File: src/rtl/fft_out_serializer_if.sv
// Frame-in / sample-out handshake bundle for fft_out_serializer.
// The serializer connects to the slave modport; the frame source and the sample sink connect to master.
interface fft_out_serializer_if #(
    parameter int N     = 32,
    parameter int IDX_W = 5,
    parameter int OUT_W = 8
);
    logic                    in_valid;
    logic                    in_ready;
    logic [N*OUT_W-1:0]      in_r_bus;
    logic [N*OUT_W-1:0]      in_i_bus;
    logic                    out_valid;
    logic                    out_ready;
    logic signed [OUT_W-1:0] out_r;
    logic signed [OUT_W-1:0] out_i;
    logic [IDX_W-1:0]        out_idx;
    logic                    out_last;

    modport slave (
        input  in_valid, in_r_bus, in_i_bus, out_ready,
        output in_ready, out_valid, out_r, out_i, out_idx, out_last
    );

    modport master (
        output in_valid, in_r_bus, in_i_bus, out_ready,
        input  in_ready, out_valid, out_r, out_i, out_idx, out_last
    );
endinterface

File: src/rtl/fft_out_serializer.sv
// Captures a parallel frame of N complex FFT results and streams it out one sample per beat.
// Define FFT_SER_BITREV_EN to read entries in bit-reversed order (natural frequency order).
module fft_out_serializer #(
    parameter int N         = 32,
    parameter int IDX_W     = 5,
    parameter int OUT_W     = 8,
    parameter int OUT_SHIFT = 0
) (
    input  logic                clk,
    input  logic                rst_n,
    fft_out_serializer_if.slave bus
);

    typedef enum logic {IDLE, STREAM} state_t;

    localparam int HALF_SH = (OUT_SHIFT > 0) ? OUT_SHIFT - 1 : 0;
    localparam logic signed [OUT_W:0] HALF = (OUT_W+1)'((OUT_SHIFT > 0) ? (1 << HALF_SH) : 0);

    state_t                  state_q, state_d;
    logic                    capture, advance, in_ready_c;
    logic [IDX_W-1:0]        cnt_q, nxt_idx, ent;
    logic [N*OUT_W-1:0]      frame_r, frame_i;
    logic signed [OUT_W-1:0] raw_r, raw_i, r_q, i_q;
    logic                    last_q;

    // Round-half-up arithmetic shift; one guard bit keeps +HALF from overflowing.
    function automatic logic signed [OUT_W-1:0] shape(input logic signed [OUT_W-1:0] x);
        logic signed [OUT_W:0] t;
        t = $signed({x[OUT_W-1], x}) + HALF;
        return OUT_W'(t >>> OUT_SHIFT);
    endfunction

`ifdef FFT_SER_BITREV_EN
    function automatic logic [IDX_W-1:0] bitrev(input logic [IDX_W-1:0] j);
        logic [IDX_W-1:0] r;
        for (int b = 0; b < IDX_W; b++) r[b] = j[IDX_W-1-b];
        return r;
    endfunction
    assign ent = bitrev(nxt_idx);
`else
    assign ent = nxt_idx;
`endif

    // NOTE: every output of this block gets a default first, so no path leaves a latch.
    always_comb begin
        state_d    = state_q;
        in_ready_c = 1'b0;
        capture    = 1'b0;
        advance    = 1'b0;
        case (state_q)
            IDLE: begin
                in_ready_c = 1'b1;
                if (bus.in_valid) begin
                    capture = 1'b1;
                    state_d = STREAM;
                end
            end
            STREAM: begin
                if (bus.out_ready) begin
                    if (last_q) begin
                        // Last beat leaving frees the frame regs for a bubble-free reload.
                        in_ready_c = 1'b1;
                        if (bus.in_valid) capture = 1'b1;
                        else              state_d = IDLE;
                    end else begin
                        advance = 1'b1;
                    end
                end
            end
            default: state_d = IDLE;
        endcase
    end

    // The first beat of a new frame comes straight off the bus, since frame regs load on the same edge.
    always_comb begin
        nxt_idx = capture ? '0 : cnt_q + IDX_W'(1);
        raw_r   = capture ? bus.in_r_bus[OUT_W-1:0] : frame_r[ent*OUT_W +: OUT_W];
        raw_i   = capture ? bus.in_i_bus[OUT_W-1:0] : frame_i[ent*OUT_W +: OUT_W];
    end

    // NOTE: sequential state uses non-blocking assignments so every flop samples pre-edge values.
    always_ff @(posedge clk or negedge rst_n) begin
        if (!rst_n) begin
            state_q <= IDLE;
            cnt_q   <= '0;
            r_q     <= '0;
            i_q     <= '0;
            last_q  <= 1'b0;
        end else begin
            state_q <= state_d;
            if (capture || advance) begin
                cnt_q  <= nxt_idx;
                r_q    <= shape(raw_r);
                i_q    <= shape(raw_i);
                last_q <= (nxt_idx == IDX_W'(N-1));
            end
        end
    end

    // NOTE: frame storage has no reset; it is always written before being read.
    always_ff @(posedge clk) begin
        if (capture) begin
            frame_r <= bus.in_r_bus;
            frame_i <= bus.in_i_bus;
        end
    end

    assign bus.in_ready  = in_ready_c;
    assign bus.out_valid = (state_q == STREAM);
    assign bus.out_r     = r_q;
    assign bus.out_i     = i_q;
    assign bus.out_idx   = cnt_q;
    assign bus.out_last  = last_q;

endmodule

File: src/flat_wrapper.sv
// flat-port wrapper written by rule: the top's interface ports become plain ports
module fft_out_serializer_flat 
#(
    parameter int N         = 32,
    parameter int IDX_W     = 5,
    parameter int OUT_W     = 8,
    parameter int OUT_SHIFT = 0
)
  (clk, rst_n, bus_in_valid, bus_in_r_bus, bus_in_i_bus, bus_out_ready, bus_in_ready, bus_out_valid, bus_out_r, bus_out_i, bus_out_idx, bus_out_last);
  fft_out_serializer_if #(.N(N), .IDX_W(IDX_W), .OUT_W(OUT_W)) bus_i ();
  input  logic clk;
  input  logic rst_n;
  input wire logic [$bits(bus_i.in_valid)-1:0] bus_in_valid;
  input wire logic [$bits(bus_i.in_r_bus)-1:0] bus_in_r_bus;
  input wire logic [$bits(bus_i.in_i_bus)-1:0] bus_in_i_bus;
  input wire logic [$bits(bus_i.out_ready)-1:0] bus_out_ready;
  output wire logic [$bits(bus_i.in_ready)-1:0] bus_in_ready;
  output wire logic [$bits(bus_i.out_valid)-1:0] bus_out_valid;
  output wire logic [$bits(bus_i.out_r)-1:0] bus_out_r;
  output wire logic [$bits(bus_i.out_i)-1:0] bus_out_i;
  output wire logic [$bits(bus_i.out_idx)-1:0] bus_out_idx;
  output wire logic [$bits(bus_i.out_last)-1:0] bus_out_last;
  assign bus_i.in_valid = bus_in_valid;
  assign bus_i.in_r_bus = bus_in_r_bus;
  assign bus_i.in_i_bus = bus_in_i_bus;
  assign bus_i.out_ready = bus_out_ready;
  assign bus_in_ready = bus_i.in_ready;
  assign bus_out_valid = bus_i.out_valid;
  assign bus_out_r = bus_i.out_r;
  assign bus_out_i = bus_i.out_i;
  assign bus_out_idx = bus_i.out_idx;
  assign bus_out_last = bus_i.out_last;
  fft_out_serializer #(.N(N), .IDX_W(IDX_W), .OUT_W(OUT_W), .OUT_SHIFT(OUT_SHIFT)) u_core (.clk(clk), .rst_n(rst_n), .bus(bus_i));
endmodule
File: config.mk
export PLATFORM = sky130hd
export DESIGN_NAME = fft_out_serializer_flat
export DESIGN_NICKNAME = d
export VERILOG_FILES = /design/src/rtl/fft_out_serializer_if.sv /design/src/rtl/fft_out_serializer.sv /design/src/flat_wrapper.sv
export SDC_FILE = /design/constraint.sdc
export NUM_CORES = 1
export LEC_CHECK = 0
export CAP_MARGIN = 5
export CELL_PAD_IN_SITES_DETAIL_PLACEMENT = 0
export CELL_PAD_IN_SITES_GLOBAL_PLACEMENT = 1
export CORE_AREA = 8 8 156 305
export CTS_BUF_LIST = sky130_fd_sc_hd__clkbuf_8
export CTS_CLUSTER_SIZE = 30
export DETAILED_ROUTE_END_ITERATION = 16
export DIE_AREA = 0 0 164 313
export DONT_BUFFER_PORTS = 1
export PLACE_DENSITY_LB_ADDON = 0.1
export SYNTH_ARGS = -nofsm -noshare
export SYNTH_HDL_FRONTEND = slang
export SYNTH_SLANG_ARGS = --single-unit
File: constraint.sdc
create_clock -name clk -period 18.25 [get_ports clk]
set_input_delay 3.65 -clock clk [delete_from_list [all_inputs] [get_ports clk]]
set_output_delay 3.65 -clock clk [all_outputs]
set_load 0.01 [all_outputs]
After elaboration in Yosys (flattened, before gate mapping)
Index checks and enable logic that the tools add are counted.

word-level totals
  logic and storage cells = 29
  output and inout bits = 24
  input bits = 516
  flip-flop bits (word level) = 535

operators by class
  equality and inequality tests = 1
  muxes and demuxes = 16
  reduce and logical (&&, ||, !) cells = 1
  bitwise gates (word level) = 1
  add/subtract/negate cells = 1
  shift-type cells = 2

operators with widths
  operator               count
  $shiftx A256 B9 Y8     2
  $mux W8                2
  $mux W1                10
  $pmux W1 S2            3
  $add A5 B1 Y5 const B  1
  $eq A5 B5 Y1 const B   1
  $mux W5                1
  $logic_or A1 B1 Y1     1
  $not A1 Y1             1

Logic depth before layout (Yosys ltp)
  depth after elaboration = 7
  mapped depth = 10
  gate-level depth less buffers = 8

Least setup slack after synthesis
No wires, ideal clock.

  kind = in2reg
  start point = input port bus_out_ready
  end point = register u_core.i_q[6] (netlist: u_core.bus.out_i[6])
  setup time = 134 ps
  setup slack = -1964 ps
  path buffers = 2
  data arrival time = 20080 ps
  stages on the path = 8
  data required time = 18116 ps
  cells stage by stage = a21boi_4 -> inv_2 -> nand2_2 -> inv_2 -> clkbuf_1 -> clkbuf_1 -> o21ai_0 -> o211a_1

between the ends
  longest elaborated chain between the ends = 5
  elaborated cells between the ends (all ways) = 8
  those cells by class = shift: 1; mux: 6; reduce/logical: 1

RTL lines
  element                 RTL line                  RTL
  start: declaration      flat_wrapper.sv:16        input wire logic [$bits(bus_i.out_ready)-1:0] bus_out_ready;
  $mux W1 *               fft_out_serializer.sv:59  if (bus.out_ready) begin
  $pmux W1 S2 *           fft_out_serializer.sv:50  case (state_q)
  via u_core.capture      fft_out_serializer.sv:20  logic capture, advance, in_ready_c;
  $mux W5                 fft_out_serializer.sv:76  nxt_idx = capture ? '0 : cnt_q + IDX_W'(1);
  $shiftx A256 B9 Y8      fft_out_serializer.sv:78  raw_i = capture ? bus.in_i_bus[OUT_W-1:0] : frame_i[ent*OUT_W +: OUT_W];
  $mux W8                 fft_out_serializer.sv:78
  end signal: assignment  fft_out_serializer.sv:94  i_q <= shape(raw_i);
  end: declaration        fft_out_serializer.sv:23  logic signed [OUT_W-1:0] raw_r, raw_i, r_q, i_q;

Mark *: on every way through the listed nets, which the timed path passes. The rest lies on a longest branch.
A chain may end at the register's enable or synchronous reset.

Worst setup path in the final report
  start point = input port bus_out_ready
  end point = output port bus_in_ready

between the ends
  longest elaborated chain between the ends = 2

RTL lines
  element           RTL line                  RTL
  $mux W1           fft_out_serializer.sv:59
  $pmux W1 S2       fft_out_serializer.sv:50
  end: declaration  flat_wrapper.sv:17        output wire logic [$bits(bus_i.in_ready)-1:0] bus_in_ready;

Every way passes these cells.

==> flow_metrics.env <==
export IMPL_vdd_drop_max_v=0.0001130
export IMPL_ctsHoldBuffers=0
export IMPL_dr_pass1_iters=7
export IMPL_grt_total_usage=0.2585
export IMPL_cts_tree="built"
export IMPL_fillers=3551
export IMPL_syn_nets=1784
export IMPL_fp_dieW_um=164
export IMPL_drtIter0Drc=1063
export IMPL_antenna_left=0
export IMPL_layout_nets=1805
export IMPL_tightest_slew_ns=1.116
export IMPL_cts_root_buf="clkbuf_8"
export IMPL_yosys_register_bits=535
export IMPL_cts_inserted_buffers=75
export IMPL_fp_dieArea_um2=51330
export IMPL_postCtsSetupBuffers=0
export IMPL_area_growth_pct=10.49
export IMPL_drt_wl_total_um=67440
export IMPL_synth_area_um2=21180
export IMPL_start_util=0.4837
export IMPL_synth_edf_count=512
export IMPL_multi_input_area_um2=4877
export IMPL_clk_pin_slew_worst_paths_ns=0.07
export IMPL_yosys_cell_types_count=62
export IMPL_yosysMostFrequentCell="edfxtp_1"
export IMPL_max_freq_mhz=129.8
export IMPL_drive_gt1_frac=0.1620
export IMPL_seq_area_um2=15950
export IMPL_leakagePower_nw=7.622
export IMPL_cp_end_kind="primary output"
export IMPL_h_tree_depth=3
export IMPL_rsz0062_at_grt="false"
export IMPL_synth_top_cell_by_area="edfxtp_1"
export IMPL_critical_path_buf_inv_count=1
export IMPL_via_count=11839
export IMPL_ctsResizeCount=0
export IMPL_ys_warn_count=0
export IMPL_grt_pass1_vias=12355
export IMPL_path_class="in -> out"
export IMPL_grt_max_degree=192
export IMPL_synth_seq_area_share=0.7532
export IMPL_cpPeakStageDelay_ns=0.22
export IMPL_slowest_stage="a21boi_4"
export IMPL_cap_viol_max_count=0
export IMPL_finalSetupViolCount=0
export IMPL_worstPathCellList="a21boi_4 > inv_2"
export IMPL_gp_congestion=0.8893
export IMPL_outcome="finished clean"
export IMPL_worst_ep_required_time_ns=14.60
export IMPL_synthArstFlopShare=0.04299
export IMPL_cp_arrival_ns=4.06
export IMPL_hold_viol=0
export IMPL_drc=0
export IMPL_viasPerCell=6.176
export IMPL_slew_viol_final=0
export IMPL_finalCriticalPeriod_ns=7.705
export IMPL_overflow=0
export IMPL_rows=109
export IMPL_antenna_found_initial=23
export IMPL_die_y_um=313
export IMPL_clock_latency_ns=0.64
export IMPL_core_area_um2=43780
export IMPL_placed_cell_area_um2=21760
export IMPL_power_density_nw_per_um2=153.8
export IMPL_worstPathMaxFanout=8
export IMPL_period_share=0.4222
export IMPL_portBuffers=0
export IMPL_tns_ns=0
export IMPL_yosys_top_cells_count="edfxtp_1 (512), nand2_1 (138), mux2i_1 (81), nand3_1 (53), o21ai_0 (45)"
export IMPL_hold_class="reg -> reg"
export IMPL_wire_per_inst_um=35.18
export IMPL_finClkSkew_ns=0.02328
export IMPL_startpoint_type="primary input"
export IMPL_netlist_top_cells_area="edfxtp_1 (73%), mux2i_1 (3.8%), dfrtp_1 (2.7%), nand2_1 (2.4%), mux2_2 (1.7%)"
export IMPL_synth_area_per_cell_um2=16.71
export IMPL_grt_pass1_wl_um=92760
export IMPL_cp_top_family="compound AO/OA/AOI/OAI gates"
export IMPL_netlist_area_leader_share=0.7261
export IMPL_cts_buffer_depth=3
export IMPL_ioPinCount=540
export IMPL_final_area_um2=23400
export IMPL_clock_sinks=535
export IMPL_synth_flop_cell="edfxtp_1"
export IMPL_slew_headroom=0.2560
export IMPL_syn_instance_count=1267
export IMPL_hpwl_um=49900
-- where the power goes --
part           internal [mW]  switching (mW)  leakage (nW)
sequential              1.39          0.0785          4.88
combinational          0.360           0.761          1.91
clock                  0.544           0.468         0.833
total                   2.29            1.31          7.62
-- per-stage QoR --
step | utilization | setup WS [ns] | instances | hold slack, ns | power, mW
6_report | 0.5345 | 10.54 | 1917 | 0.7120 | 3.598
5_1_grt | 0.5341 | 10.52 | 1911 | 0.7337 | 3.724
4_1_cts | 0.5335 | 10.54 | 1901 | 0.6981 | 3.637
3_5_place_dp | 0.4970 | 10.55 | 1766 | 0.6891 | 2.630
3_3_place_gp | 0.4970 | 10.56 | 1766 | 0.6913 | 2.624
2_1_floorplan | - | 6.318 | 1267 | 0.6145 | 2.175
-- state kept, by name (all words and copies together), names as in the netlist --
signal / count
u_core.frame_i: 256
u_core.bus.out_i: 8
u_core.bus.out_idx: 5
u_core.bus.out_valid: 1
u_core.frame_r: 256
u_core.bus.out_r: 8
u_core.bus.out_last: 1
-- worst min-delay path: cells and delay by family (launching register included) --
kind / cells / cell delay [ns]
AOI/OAI and AO/OA: 1 / 0.08
DFF: 1 / 0.36
and+or+nand+nor: 3 / 0.25
-- placed cells by master (no fill, tap or decap), types with 18 or more instances in the layout --
master	netlist	routed
a21oi_1	22	21
a221oi_1	28	28
a221oi_2	18	18
a22oi_1	31	31
a31oi_1	30	30
buf_4	10	23
clkbuf_8	0	78
dfrtp_1	23	22
edfxtp_1	512	512
mux2_2	32	32
mux2i_1	81	81
nand2_1	138	138
nand3_1	53	53
o21ai_0	45	45
-- path summary, 6_finish.rpt --
check                                          from                     to  slack (ns)  cells after the start
worst max-delay path                  bus_out_ready           bus_in_ready       10.54                      2
worst min-delay path              u_core.frame_r[7]    u_core.bus.out_r[7]        0.71                      4
worst max register to register  u_core.bus.out_last    u_core.bus.out_i[1]       13.65                     10
worst min register to register    u_core.frame_r[7]    u_core.bus.out_r[7]        0.71                      4
max in group asynchronous                     rst_n  u_core.bus.out_idx[0]       15.42                      0
min in group asynchronous                     rst_n    u_core.bus.out_i[7]        2.71                      0
-- layer usage --
metal  global-route usage  vias up  wire length [µm]
li1                     -     5182                 -
met1               0.2695     5862             22860
met2               0.4450      645             34700
met3               0.1093      132              7011
met4               0.1123       18              2745
met5                    0        -               120
-- cells by family (layout without fill, tap and decap cells) --
family | Yosys count | count (layout) | share of synthesized area
multiplexers | 128 | 128 | 0.07126
adder cells (fa/ha/maj) | 1 | 1 | 0.0005908
AO/OA/AOI/OAI | 269 | 269 | 0.1002
buffers and inverters | 88 | 167 | 0.02068
XOR/XNOR | 5 | 5 | 0.002778
other | 0 | 16 | 0
AND/OR/NAND/NOR | 241 | 241 | 0.05123
flip-flops | 535 | 535 | 0.7532
-- area by class of cell --
class | instances | area share
Clock inverter | 57 | 0.02257
Inverter | 8 | 0.001604
Antenna cell | 16 | 0.001711
Multi-Input combinational cell | 644 | 0.2084
Clock buffer | 78 | 0.04588
Tap cell | 555 | 0.02968
Timing Repair Buffer | 24 | 0.008235
Sequential cell | 535 | 0.6819
No activity file was read; power rests on OpenSTA's default activity.
